File: src/rtl/reorder_buffer.sv
// Circular reorder buffer: allocates per dispatch, captures CDB results,
// retires in program order one entry per cycle into the register file.
module reorder_buffer #(
  parameter int DEPTH  = 8,
  parameter int TAG_W  = 3,
  parameter int AREG_W = 5,
  parameter int DATA_W = 64
) (
  input  logic              clk,
  input  logic              reset,
  input  logic              alloc_valid,
  input  logic              alloc_has_dest,
  input  logic [AREG_W-1:0] alloc_dest,
  output logic              alloc_ready,
  output logic [TAG_W-1:0]  alloc_tag,
  input  logic              cdb_valid,
  input  logic [TAG_W-1:0]  cdb_tag,
  input  logic [DATA_W-1:0] cdb_data,
  input  logic              flush,
  output logic              commit_valid,
  output logic              commit_en,
  output logic [AREG_W-1:0] commit_reg,
  output logic [DATA_W-1:0] commit_data,
  output logic [TAG_W:0]    count,
  output logic              empty
);

  localparam logic [TAG_W:0] FULL_CNT = (TAG_W+1)'(DEPTH);
  localparam logic [TAG_W:0] PTR_ONE  = (TAG_W+1)'(1);

  logic [DEPTH-1:0]  valid;
  logic [DEPTH-1:0]  done;
  logic [DEPTH-1:0]  has_dest;
  logic [AREG_W-1:0] dest [DEPTH];
  logic [DATA_W-1:0] data [DEPTH];
  logic [TAG_W:0]    head;
  logic [TAG_W:0]    tail;

  logic [TAG_W-1:0] head_idx;
  logic [TAG_W-1:0] tail_idx;
  logic             retire;
  logic             alloc_fire;
  logic             cdb_hit;
  logic             wr_reg;

  assign head_idx    = head[TAG_W-1:0];
  assign tail_idx    = tail[TAG_W-1:0];
  assign count       = tail - head;
  assign empty       = (count == '0);
  assign alloc_ready = (count != FULL_CNT);
  assign alloc_tag   = tail_idx;

  assign retire     = valid[head_idx] & done[head_idx];
  assign alloc_fire = alloc_valid & alloc_ready;
  assign cdb_hit    = cdb_valid & valid[cdb_tag];
  assign wr_reg     = retire & has_dest[head_idx];

  // Control state; an allocating tail entry is invalid pre-edge so
  // a same-cycle CDB tag on it never hits.
  always_ff @(posedge clk or negedge reset) begin
    if (!reset) begin
      valid        <= '0;
      done         <= '0;
      has_dest     <= '0;
      head         <= '0;
      tail         <= '0;
      commit_valid <= 1'b0;
      commit_en    <= 1'b0;
      commit_reg   <= '0;
      commit_data  <= '0;
    end else if (flush) begin
      valid        <= '0;
      done         <= '0;
      head         <= '0;
      tail         <= '0;
      commit_valid <= 1'b0;
      commit_en    <= 1'b0;
      commit_reg   <= '0;
      commit_data  <= '0;
    end else begin
      if (cdb_hit)
        done[cdb_tag] <= 1'b1;
      if (alloc_fire) begin
        valid[tail_idx]    <= 1'b1;
        done[tail_idx]     <= 1'b0;
        has_dest[tail_idx] <= alloc_has_dest;
        tail               <= tail + PTR_ONE;
      end
      if (retire) begin
        valid[head_idx] <= 1'b0;
        head            <= head + PTR_ONE;
      end
      commit_valid <= retire;
      commit_en    <= wr_reg;
      // Gate index/data so the register file bit enables stay quiet.
      commit_reg   <= wr_reg ? dest[head_idx] : '0;
      commit_data  <= wr_reg ? data[head_idx] : '0;
    end
  end

  always_ff @(posedge clk) begin
    if (!flush) begin
      if (alloc_fire) begin
        dest[tail_idx] <= alloc_dest;
        data[tail_idx] <= '0;
      end
      if (cdb_hit)
        data[cdb_tag] <= cdb_data;
    end
  end

endmodule

File: config.mk
export PLATFORM = sky130hd
export DESIGN_NAME = reorder_buffer
export DESIGN_NICKNAME = d
export VERILOG_FILES = /design/src/rtl/reorder_buffer.sv
export SDC_FILE = /design/constraint.sdc
export NUM_CORES = 1
export LEC_CHECK = 0
export BUFFER_PORTS_ARGS = -buffer_cell sky130_fd_sc_hd__buf_2
export CORE_ASPECT_RATIO = 0.75
export CORE_MARGIN = 10
export CORE_UTILIZATION = 25
export CTS_CLUSTER_SIZE = 14
export DETAILED_ROUTE_END_ITERATION = 12
export HOLD_SLACK_MARGIN = 0.03
export SLEW_MARGIN = 20
export SYNTH_ARGS = -nofsm -noshare
export SYNTH_HDL_FRONTEND = slang
export SYNTH_SLANG_ARGS = --single-unit
File: constraint.sdc
create_clock -name clk -period 10.7 [get_ports clk]
set_input_delay 2.14 -clock clk [delete_from_list [all_inputs] [get_ports clk]]
set_output_delay 2.14 -clock clk [all_outputs]
set_load 0.05 [all_outputs]
==> results by stage <==
Status:
- The flow ran to the end, and the final reports show no timing, DRC or antenna violations.

Layout:
- The most flop-heavy register is data.
- The register with the most flip-flops in the layout has approximately 510 of them.
- For this run, the number of standard cells in the final layout without fillers is about 3400.
- The core occupancy in the finished layout is 0.2918.
- In the layout the commonest cells are edfxtp_1 (552), and2_1 (321), and3_1 (192).
- The library cell used most frequently in the layout, excluding fill and tap cells, is edfxtp_1.
- The final cell area excluding filler cells is 33320 um^2.
- The fraction of layout instances using a drive strength above 1 is 0.2608.
- From synthesis to final layout, the design area changed by 15.26%.
- In the final design database the tool counted just under 2000 nets.
- In the final layout, the registers with the most flip-flops are data x512, commit_data x64, dest x40.

Synth:
- Dividing the synthesized area by the synthesized cell count gives 16.45 um^2.
- Synthesis instantiated between 60 and 70 different standard cells from the library.
- Of the synthesized area, sequential elements account for 0.6625.
- Yosys mapped a number of flops with a built-in enable equal to approximately 550.
- The synthesized flop and latch total is 655.
- Of the total synthesized cell area, the portion taken by AND, OR, NAND and NOR gates is 0.1571.
- Summing every instance area after synthesis gives 28910 um^2.
- The fraction of the mapped netlist area in adder cells is 0.002856.
- Counting flops with an async set or reset pin after synthesis yields a share of 0.1573.
- Counting every instance in the synthesized netlist gives 1757.
- The post-synthesis net count is roughly 1800.
- Of the total synthesized cell area, the portion taken by XOR and XNOR cells is 0.001212.
- The mux share of post-synthesis cell area is 0.1398.
- The Yosys step of the flow raised 0 warnings.
- The portion of synthesized cell area occupied by the leading cell type is 0.5734.
- After synthesis, the largest family of logic cells by area is simple AND/OR/NAND/NOR gates.
- The largest total area in the synthesized netlist belongs to edfxtp_1.
- The most used flip-flop cell after synthesis is edfxtp_1.
- Sorting the synthesized cells by area gives the leading types as edfxtp_1 (57%), mux4_2 (11%), dfrtp_1 (8.9%).
- The complex-gate fraction of the synthesized area is 0.01143.

Timing:
- In the finished design, the share of the clock period the worst path needs comes to 0.5191.
- The smallest clock period supported by the final layout is computed as 5555 ps.
- At the pin with the least slew margin, the transition time is 1115 ps.
- The highest clock rate is 0.1800 GHz.
- The final-layout setup total negative slack is 0 ps.
- The number of max-slew violations in the final report came to 0.
- The count of final hold-check violations is 0.
- Across all hold checks on the routed design, the worst slack comes to 486.9 ps.
- The worst relative slew slack is 0.2567.
- The post-route clock skew is 20.60 ps.
- Setup repair after global routing left no endpoint under its margin.
- Once routing completed, OpenROAD measured the worst setup slack at roughly 5100 ps.
- The number of failing setup endpoints in the final timing report is 0.

Floorplanning:
- The die outline height is around 310 um.
- The die covers about 130000 um^2.
- The initial utilization of the core area, before any placement, comes to 0.2532.
- The core region is 114200 um^2.
- In this run the count of I/O pins placed on the die edge is between 150 and 200.
- The width of the die is ~410 um.
- The floorplan has ~110 rows.

Worst setup path:
- The worst setup path is of the flip-flop to primary output kind.
- The critical path launch point type is a flip-flop.
- The largest fanout of any net on the critical path is 50.
- The worst-path cell with the longest stage delay is dfrtp_4.
- For this run, the slowest stage of the critical path takes 950 ps.
- Data on the critical path arrives at its endpoint at roughly 3400 ps.
- STA classifies the critical path endpoint as a primary output.
- For the worst setup path, the data required time is between 8000 and 9000 ps.
- The signal on the critical path passes through inv_1 > ha_1 > and3b_1 > or3_4 > and2_1 > nor2b_1 > buf_2.

Route:
- The detail route stage leaves a number of antenna-violating nets equal to 0.
- In the routed design, unresolved DRC markers number 0.
- The detailed router finished its first iteration with approximately 1400 violations.
- The first detailed-routing pass ran for 5 iterations.
- Dividing the detail-routed wire length by the instance count gives 22.89 um.
- Detailed routing inserted a total of 15920 vias.
- The routed wire length is between 70 and 80 mm.
- The detailed-route vias per instance is 4.636.

Placed design:
- Routability-driven placement finished with a final weighted congestion of 0.7833.
- Summed over all nets, the half-perimeter wirelength after detailed placement is 46.01 mm.
- The pre-CTS setup slack is 4930 ps.
- The number of buffers added on ports is approximately 160.
- The post-place instance area is 31180 um^2.
- The number of placed instances with taps included is 3308.

Global route:
- The number of global-route vias before repair is between 15000 and 20000.
- The first-pass GRT wire length is 116.5 mm.
- The largest net degree at the start of global routing is 85.
- The number of antenna violations at the first check in global routing is 37.
- The residual overflow from global routing is 0.
- Across every metal layer, demand over resource in global routing totals 0.1185.

CTS:
- The number of sinks on the clock net is 655.
- The number of instances resized during post-cts repair is 0.
- The number of buffers added by the clock tree synthesis step is approximately 60.
- In this run the post-CTS setup repair buffer count came out at 0.
- The CTS tree is yes.
- The cts-stage hold buffer count is 0.
- After clock tree synthesis, the clock-pin slew on the worst setup and hold paths is roughly 70 ps.
- The clock insertion delay at the later pin of the skew report is roughly 650 ps.
- The H-tree was split into 2 levels.
- The cell at the root of the clock tree is clkbuf_16.
- The buffer depth of the longest clock path is 3.

Power:
- The final total power is about 5.4 mW.
- The ratio of total power to cell area is about 160 nW/um^2.
- The leakage component of the power is 11.93 nW.
- The worst voltage drop across the vdd grid is 125.2 uV.

Min path:
- The worst hold path class is flip-flop to flip-flop.

Flow run:
- The count of maximum capacitance violations is 0.
where the power goes:
| part | leakage [nW] | internal, mW | switching (mW) | total, mW |
|---|---|---|---|---|
| clock network | 1.01 | 1.27 | 0.978 | 2.25 |
| logic | 4.87 | 0.115 | 0.201 | 0.317 |
| registers | 6.06 | 2.80 | 0.0196 | 2.82 |
| total | 11.9 | 4.18 | 1.20 | 5.38 |
cell type report:
class                      instances  area, um^2
sequential                       655       19160
inverter                          13       53.80
multi-input combinational        940        9139
tap                             1526        1909
clock buffer                      78        1670
fill                           11230       80880
clock inverter                    36       360.3
timing repair buffer             176        1001
antenna                           11       27.53
metal layers:
metal / share of wire / global-route usage / vias up
li1: - / - / 6918
met3: 0.075 / 0.02630 / 147
met5: 0.0015 / 0 / -
met1: 0.43 / 0.1612 / 8275
met4: 0.017 / 0.02522 / 22
met2: 0.48 / 0.1929 / 561
critical path: cells and delay by family (launching register included):
kind | cells | cell delay, ps
and+or+nand+nor | 4 | 920
DFF | 1 | 950
adders and majority gates | 1 | 390
buffers and inverters | 2 | 510
worst paths after layout:
kind / from / depth (start not counted) / slack, ps / end
setup / recovery: head[2] / 7 / 5150 / empty
max in group asynchronous: reset / 2 / 7930 / head[0]
hold reg to reg: has_dest[4] / 1 / 490 / has_dest[4]
min in group asynchronous: reset / 1 / 1410 / commit_reg[1]
hold / removal: has_dest[4] / 1 / 490 / has_dest[4]
setup reg to reg: head[2] / 7 / 6120 / data[7][52]
logic make-up (layout without fill, tap and decap cells):
group,Yosys count,count (layout)
AND/OR/NAND/NOR,662,662
flip-flops,655,655
multiplexers,226,226
buffers and inverters,162,303
AO/OA/AOI/OAI,42,42
adder cells (fa/ha/maj),6,6
XOR/XNOR,4,4
other,0,11
Yosys cell counts, types with 3 or more instances:
library cell  instances
o21ai_0               5
mux2_2                3
dfrtp_1             103
a211oi_1              5
nand2_1              19
nor2_1               14
buf_4                15
and2_1              324
and3_1              198
or2_2                 3
clkbuf_1            109
a41oi_1               4
nor2b_1               8
ha_1                  5
mux2_1                6
edfxtp_1            552
nor3_1                5
o32a_1                3
buf_6                 5
nor4b_2              40
buf_2                17
buf_1                 3
a311oi_1              3
xnor2_1               3
mux2i_1              75
inv_1                11
mux4_2              141
nand3_1               3
a21oi_1               7
nor4b_1              29
Note: power is estimated with default switching activity, not from simulation.
